===== src/rtl/mac_tile_scheduler.sv =====
// Tile command scheduler for a hypervector-encoder MAC array.
// Walks the feature axis in N_SIZE tiles inside each M_SIZE row group and
// waits for the MAC to report each finished row group before moving on.
// Optional feature: define SCHED_PERF_CNT_EN to add the stall_cycles counter.
module mac_tile_scheduler #(
  parameter int DHV_SIZE = 4000,
  parameter int DIV_SIZE = 512,
  parameter int N_SIZE   = 16,
  parameter int M_SIZE   = 16
) (
  input  logic                        clk,
  input  logic                        reset_in,
  input  logic                        start,
  input  logic                        abort,
  output logic                        cmd_valid,
  input  logic                        cmd_ready,
  output logic [$clog2(DIV_SIZE)-1:0] cmd_x,
  output logic [$clog2(DHV_SIZE)-1:0] cmd_y,
  output logic                        cmd_first,
  output logic                        cmd_last,
  input  logic                        mac_done,
  output logic                        busy,
  output logic                        all_done
`ifdef SCHED_PERF_CNT_EN
  ,
  output logic [31:0]                 stall_cycles
`endif
);

  localparam int XW = $clog2(DIV_SIZE);
  localparam int YW = $clog2(DHV_SIZE);
  localparam logic [XW-1:0] X_LAST = XW'(DIV_SIZE - N_SIZE);
  localparam logic [XW-1:0] X_STEP = XW'(N_SIZE);
  localparam logic [YW-1:0] Y_LAST = YW'(DHV_SIZE - M_SIZE);
  localparam logic [YW-1:0] Y_STEP = YW'(M_SIZE);

  typedef enum logic [1:0] {
    IDLE      = 2'd0,
    ISSUE     = 2'd1,
    WAIT_DONE = 2'd2,
    FINISH    = 2'd3
  } state_t;

  state_t          state_reg, state_next;
  logic [XW-1:0]   x_reg, x_next;
  logic [YW-1:0]   y_reg, y_next;

  // State and tile/row counters; reset forces an idle scheduler at once.
  always_ff @(posedge clk or negedge reset_in) begin
    if (!reset_in) begin
      state_reg <= IDLE;
      x_reg     <= '0;
      y_reg     <= '0;
    end else begin
      state_reg <= state_next;
      x_reg     <= x_next;
      y_reg     <= y_next;
    end
  end

  // Next-state and counter update; abort beats any handshake or mac_done.
  always_comb begin
    state_next = state_reg;
    x_next     = x_reg;
    y_next     = y_reg;
    case (state_reg)
      IDLE: begin
        if (start && !abort) begin
          state_next = ISSUE;
          x_next     = '0;
          y_next     = '0;
        end
      end
      ISSUE: begin
        if (abort) begin
          state_next = IDLE;
        end else if (cmd_ready) begin
          if (x_reg == X_LAST) begin
            state_next = WAIT_DONE;
          end else begin
            x_next = x_reg + X_STEP;
          end
        end
      end
      WAIT_DONE: begin
        if (abort) begin
          state_next = IDLE;
        end else if (mac_done) begin
          if (y_reg < Y_LAST) begin
            y_next     = y_reg + Y_STEP;
            x_next     = '0;
            state_next = ISSUE;
          end else begin
            state_next = FINISH;
          end
        end
      end
      FINISH: begin
        state_next = IDLE;
      end
      default: begin
        state_next = IDLE;
      end
    endcase
  end

  // Outputs decode straight from state so reset takes effect immediately.
  assign cmd_valid = (state_reg == ISSUE);
  assign busy      = (state_reg != IDLE);
  assign all_done  = (state_reg == FINISH);
  assign cmd_x     = x_reg;
  assign cmd_y     = y_reg;
  assign cmd_first = (x_reg == '0);
  assign cmd_last  = (x_reg == X_LAST);

`ifdef SCHED_PERF_CNT_EN
  logic [31:0] stall_reg;
  logic        start_accept;
  logic        stall_now;

  assign start_accept = (state_reg == IDLE) && start && !abort;
  assign stall_now    = ((state_reg == ISSUE) && !cmd_ready) ||
                        (state_reg == WAIT_DONE);

  // Saturating stall counter, cleared whenever a new pass is accepted.
  always_ff @(posedge clk or negedge reset_in) begin
    if (!reset_in) begin
      stall_reg <= '0;
    end else if (start_accept) begin
      stall_reg <= '0;
    end else if (stall_now && (stall_reg != 32'hFFFF_FFFF)) begin
      stall_reg <= stall_reg + 32'd1;
    end
  end

  assign stall_cycles = stall_reg;
`endif

endmodule


===== config.mk =====
export PLATFORM = sky130hd
export DESIGN_NAME = mac_tile_scheduler
export DESIGN_NICKNAME = d
export VERILOG_FILES = /design/src/rtl/mac_tile_scheduler.sv
export SDC_FILE = /design/constraint.sdc
export NUM_CORES = 1
export LEC_CHECK = 0
export ABC_AREA = 1
export BUFFER_PORTS_ARGS = -buffer_cell sky130_fd_sc_hd__buf_2
export CORE_MARGIN = 5
export CORE_UTILIZATION = 55
export CTS_CLUSTER_DIAMETER = 60
export DETAILED_ROUTE_END_ITERATION = 16
export PLACE_DENSITY = 0.91
export SLEW_MARGIN = 20
export SYNTH_ARGS = -nofsm -noshare
export SYNTH_HDL_FRONTEND = slang
export SYNTH_SLANG_ARGS = --single-unit

===== constraint.sdc =====
create_clock -name clk -period 4.8 [get_ports clk]
set_input_delay 1.2 -clock clk [delete_from_list [all_inputs] [get_ports clk]]
set_output_delay 1.2 -clock clk [all_outputs]
set_load 0.05 [all_outputs]

==> impl_metrics.py, run 1 <==
metrics = {
    "status": {
        "status": "finished, final reports clean",
    },
    "route": {
        "drc": 0,
        "top_layer": "met4",
        "wl_met3_um": 94,
        "dr_total_vias": 1001,
        "drt_pass1_iterations": 4,
        "final_antenna_net_count": 0,
        "wirelength_um": 2420,
        "wl_per_cell_um": 11.7,
        "wl_met2_um": 1250,
        "vias_per_cell": 4.86,
        "m1WireLength_um": 1050,
        "first_iter_violations": 27,
    },
    "layout": {
        "stdcell_area_um2": 1260,
        "final_cell_mix": "42 x nand2_1, 23 x buf_2, 17 x inv_1, 16 x nand3_1, 15 x dfrtp_1",
        "area_delta_synth_final_pct": 9.90,
        "drive_gt1_frac": 0.274,
        "final_nets": 191,
        "fillCellCount": 176,
        "n_antenna_cell": 0,
        "multi_input_area_um2": 642,
        "area.sequential_um2": 375,
        "final_cells": 206,
        "largest_reg_flops": 8,
        "final_common_cell": "nand2_1",
    },
    "critical_path": {
        "critPathRequiredTime_ns": 3.60,
        "cp_top_family": "flip-flops",
        "worstSetupStartpoint": "cmd_x[5]$_DFFE_PN0P_",
        "r2r_start": "cmd_x[4]$_DFFE_PN0P_",
        "crit_top_cell": "ha_1",
        "endpoint_kind": "output pin",
        "cp_max_fo": 5,
        "cpPeakStageDelay_ns": 0.41,
        "worst_ep_arrival_time_ns": 1.52,
        "slowest_stage": "dfrtp_1",
        "path_buf_inv": 1,
        "crit_chain": "ha_1 -> nand2_1 -> nor2_1 -> ha_1 -> buf_2",
        "worstSetupStartpointType": "register",
        "critical_path_class": "reg2out",
    },
    "pwr": {
        "p_total_w": 0.000610,
        "ir_drop_mv": 0.262,
        "p_leak_nw": 0.648,
        "p_per_area_nw_per_um2": 483,
    },
    "floorplanning": {
        "core-area_um2": 1980,
        "die_w_um": 55.7,
        "initial_core_util": 0.580,
        "pin_count": 32,
        "num_rows": 16,
        "dieArea_um2": 3110,
        "fp.dieH_um": 55.7,
    },
    "sta": {
        "hold_ws_ns": 0.549,
        "hold_violations": 0,
        "fin_skew_ns": 0.00982,
        "fmax_mhz": 367,
        "worstMarginPinSlew_ns": 0.580,
        "slew_headroom": 0.613,
        "final-setup-viol-count": 0,
        "fin_crit_sh": 0.567,
        "tns_ns": 0,
        "min_period_ns": 2.72,
        "slew_viol_final": 0,
        "rsz0062_at_grt": "no",
    },
    "worst_hold_path": {
        "hold_class": "reg2reg",
        "min_from": "cmd_x[8]$_DFFE_PN0P_",
    },
    "synthesis": {
        "ys_seq_area_frac": 0.326,
        "synth_area_um2": 1150,
        "ys_ff_latch": 15,
        "synth_cell_type_count": 27,
        "synthCells": 155,
        "yosys_warnings": 0,
        "synth_flop_cell": "dfrtp_1",
        "synth.avg_cell_area_um2": 7.42,
        "synth_edf_count": 0,
        "synthArstFlopShare": 1.00,
    },
    "placement": {
        "placed_cell_area_um2": 1240,
        "io_buffers": 23,
        "gp_congestion": 0.811,
        "placed_cells": 202,
        "dpl.hpwl_um": 1960,
    },
    "clocking": {
        "clk_pin_slew_ns": 0.09,
        "cts_resized": 0,
        "clockBufferDepth": 2,
        "cts.sinks": 15,
        "cts_hold_buf": 0,
        "root_buffer": "clkbuf_4",
        "clock_latency_ns": 0.28,
        "ctsHtreeMaxLevel": 1,
        "postCtsSetupBuffers": 0,
        "cts_buffers": 3,
        "cts_tree": "yes",
    },
    "grt": {
        "antenna_found_initial": 0,
        "grt_usage": 0.162,
        "grt_pass1_vias": 948,
        "overflow": 0,
        "grt_first_pass_wirelength_um": 4110,
        "grt_max_degree": 16,
    },
    "run": {
        "drv_cap": 0,
    },
}
-- stage by stage --
| stage | worst slack (ns) | utilization |
|---|---|---|
| after floorplan | 1.14 | - |
| after global placement | 2.42 | 0.624 |
| after detailed placement | 2.37 | 0.624 |
| after CTS | 2.06 | 0.638 |
| after global routing | 1.96 | 0.638 |
| final | 2.08 | 0.638 |
-- synthesized netlist by cell type, types with 2 or more instances --
master	instances	share of area
nand4_1	2	0.011
nand2_1	42	0.14
inv_1	17	0.055
ha_1	5	0.054
nor2_2	3	0.016
buf_4	9	0.059
nand2_2	8	0.044
nor2_1	10	0.033
inv_2	2	0.0065
nand3_1	16	0.070
dfrtp_1	15	0.33
o21ai_0	7	0.030
o21ai_2	5	0.038
-- worst register-to-register path, cell delays in order (launching register included) --
cell,delay [ns]
dfrtp_1,0.42
ha_1,0.22
nand2_1,0.07
nor2_1,0.04
ha_1,0.21
nor2_1,0.11
o21ai_0,0.11
nor2_2,0.22
nand2_1,0.17
nand2_1,0.10
nand2_1,0.05
-- power breakdown --
part	switching, W	internal, W	leakage, nW
logic	0.000281	0.0000798	0.428
clock network	0.0000402	0.0000322	0.0150
registers	0.0000293	0.000147	0.205
-- layout make-up --
type | count | area share
Tap cell | 27 | 0.0267
Inverter | 19 | 0.0564
Clock buffer | 4 | 0.0208
Sequential cell | 15 | 0.297
Multi-Input combinational cell | 118 | 0.508
Timing Repair Buffer | 23 | 0.0911
-- cells by family (layout without fill, tap and decap cells) --
family          Yosys count  count (layout)  share of synthesized area
compound gates           15              15                     0.0936
xor+xnor                  2               2                     0.0152
fa+ha+maj                 5               5                     0.0544
buf+inv                  29              46                      0.138
flops                    15              15                      0.326
other cells               1               8                    0.00326
simple gates             88              88                      0.369
-- metal layers --
layer / up-vias / global-route usage
li1: 519 / -
met1: 457 / 0.185
met2: 23 / 0.301
met3: 2 / 0.0209
met4: 0 / 0.0625
met5: - / 0
-- worst paths after layout --
path                                   endpoint  slack [ns]  depth (start not counted)
max                                    cmd_last        2.08                          5
min                        cmd_x[8]$_DFFE_PN0P_        0.55                          2
max reg2reg                cmd_x[4]$_DFFE_PN0P_        2.96                         10
min reg2reg                cmd_x[8]$_DFFE_PN0P_        0.55                          2
max in group asynchronous  cmd_x[7]$_DFFE_PN0P_        3.73                          1
min in group asynchronous  cmd_y[4]$_DFFE_PN0P_        0.81                          1
(Power assumes the default switching activity.)
==> run 2, diff against run 1 <==
CORE_UTILIZATION = 51   (was 55)
PLACE_DENSITY = 0.86   (was 0.91)
clock period = 2.65 ns   (was 4.8 ns; I/O delays follow)
==> impl_metrics.py, run 2 (synthesis results as in run 1) <==
metrics = {
    "clocking": {
        "ctsHtreeMaxLevel": 1,
        "postCtsSetupBuffers": 0,
        "cts_tree": "yes",
        "clk_pin_slew_ns": 0.10,
        "root_buffer": "clkbuf_4",
        "cts.sinks": 15,
        "cts_hold_buf": 0,
        "cts_buffers": 3,
        "clockBufferDepth": 2,
        "cts_resized": 0,
        "clock_latency_ns": 0.29,
    },
    "layout": {
        "final_util": 0.580,
        "largest_reg_flops": 8,
        "final_cell_mix": "42 x nand2_1, 23 x buf_2, 17 x inv_1, 16 x nand3_1, 15 x dfrtp_1",
        "area_delta_synth_final_pct": 10.6,
        "final_cells": 207,
        "final_common_cell": "nand2_1",
        "final_nets": 191,
        "drive_gt1_frac": 0.279,
        "n_antenna_cell": 0,
    },
    "sta": {
        "slew_viol_final": 0,
        "hold_violations": 0,
        "tns_ns": 0,
        "fmax_mhz": 446,
        "hold_ws_ns": 0.261,
        "worstMarginPinSlew_ns": 0.587,
        "final-setup-viol-count": 0,
        "rsz0062_at_grt": "no",
        "fin_skew_ns": 0.00462,
        "min_period_ns": 2.24,
        "slew_headroom": 0.609,
        "fin_crit_sh": 0.845,
    },
    "placement": {
        "placed_cells": 203,
        "gp_congestion": 0.918,
        "io_buffers": 23,
        "dpl.hpwl_um": 1850,
    },
    "critical_path": {
        "cpPeakStageDelay_ns": 0.41,
        "r2r_slack_ns": 0.79,
        "path_buf_inv": 1,
        "worstSetupStartpointType": "register",
        "cp_top_family": "adder cells",
        "r2r_start": "cmd_x[4]$_DFFE_PN0P_",
        "slowest_stage": "dfrtp_1",
        "critPathRequiredTime_ns": 1.99,
        "endpoint_kind": "output pin",
        "crit_chain": "ha_1 -> nand2_1 -> nor2_1 -> ha_1 -> buf_2",
        "worstSetupStartpoint": "cmd_x[5]$_DFFE_PN0P_",
        "crit_top_cell": "ha_1",
        "worst_ep_arrival_time_ns": 1.58,
        "cp.depth": 5,
        "ff2ff_path_depth": 10,
        "cp_max_fo": 5,
        "r2r-end": "cmd_x[5]$_DFFE_PN0P_",
        "critical_path_class": "reg2out",
        "critPathCapture": "cmd_last",
    },
    "grt": {
        "overflow": 0,
        "grt_usage": 0.156,
        "grt_first_pass_wirelength_um": 4150,
        "grt_max_degree": 16,
        "antenna_found_initial": 0,
        "grt_pass1_vias": 964,
    },
    "route": {
        "first_iter_violations": 36,
        "wirelength_um": 2380,
        "drc": 0,
        "wl_per_cell_um": 11.5,
        "vias_per_cell": 4.91,
        "final_antenna_net_count": 0,
        "dr_total_vias": 1017,
        "drt_pass1_iterations": 4,
    },
    "pwr": {
        "ir_drop_mv": 0.591,
        "p_leak_nw": 0.651,
        "p_total_w": 0.00112,
        "p_per_area_nw_per_um2": 879,
    },
    "floorplanning": {
        "dieArea_um2": 3300,
        "num_rows": 17,
        "die_w_um": 57.5,
        "fp.dieH_um": 57.5,
        "core-area_um2": 2190,
        "pin_count": 32,
        "initial_core_util": 0.525,
    },
    "worst_hold_path": {
        "hold_class": "in2async",
    },
    "status": {
        "status": "finished, final reports clean",
    },
    "run": {
        "drv_cap": 0,
    },
}
-- run 2: power breakdown --
| group | internal (W) | switching, W | leakage (nW) |
|---|---|---|---|
| combinational | 0.000150 | 0.000511 | 0.431 |
| sequential | 0.000266 | 0.0000527 | 0.205 |
| clock | 0.0000585 | 0.0000799 | 0.0150 |
| total | 0.000474 | 0.000643 | 0.651 |
-- run 2: how the worst min path moves through the flow --
| stage | startpoint | end | slack, ns | depth (start not counted) |
|---|---|---|---|---|
| 4_1_cts | reset_in | cmd_x[7]$_DFFE_PN0P_ | 0.27 | 1 |
| 6_report | reset_in | cmd_x[7]$_DFFE_PN0P_ | 0.26 | 1 |
| 3_5_place_dp | cmd_x[7]$_DFFE_PN0P_ | cmd_x[7]$_DFFE_PN0P_ | 0.53 | 2 |
| 5_1_grt | reset_in | cmd_x[7]$_DFFE_PN0P_ | 0.28 | 1 |
| 2_1_floorplan | reset_in | cmd_x[4]$_DFFE_PN0P_ | 0.37 | 0 |
| 3_3_place_gp | cmd_x[7]$_DFFE_PN0P_ | cmd_x[7]$_DFFE_PN0P_ | 0.52 | 2 |
-- run 2: layer usage --
metal | wire (um) | part of all wire | vias to the layer above | track usage
met5 | 0 | 0 | - | 0
met4 | 3 | 0.0013 | 0 | 0.0397
met3 | 199 | 0.084 | 2 | 0.0543
met2 | 1140 | 0.48 | 40 | 0.252
met1 | 1030 | 0.43 | 451 | 0.199
li1 | - | - | 524 | -
-- run 2: area by class of cell --
| class | count | area (um^2) |
|---|---|---|
| fillers | 215 | 920 |
| multi-input cells | 118 | 648 |
| flip-flops and latches | 15 | 375 |
| repair buffers | 23 | 115 |
| inverters | 19 | 71.3 |
| well taps | 28 | 35.0 |
| clock buffers | 4 | 26.3 |
-- run 2: metrics by stage --
stage	cell area (um^2)	worst slack [ns]
6_report	1270	0.410
5_1_grt	1270	0.270
4_1_cts	1270	0.400
3_5_place_dp	1240	0.732
3_3_place_gp	1240	0.809
2_1_floorplan	1180	0.235
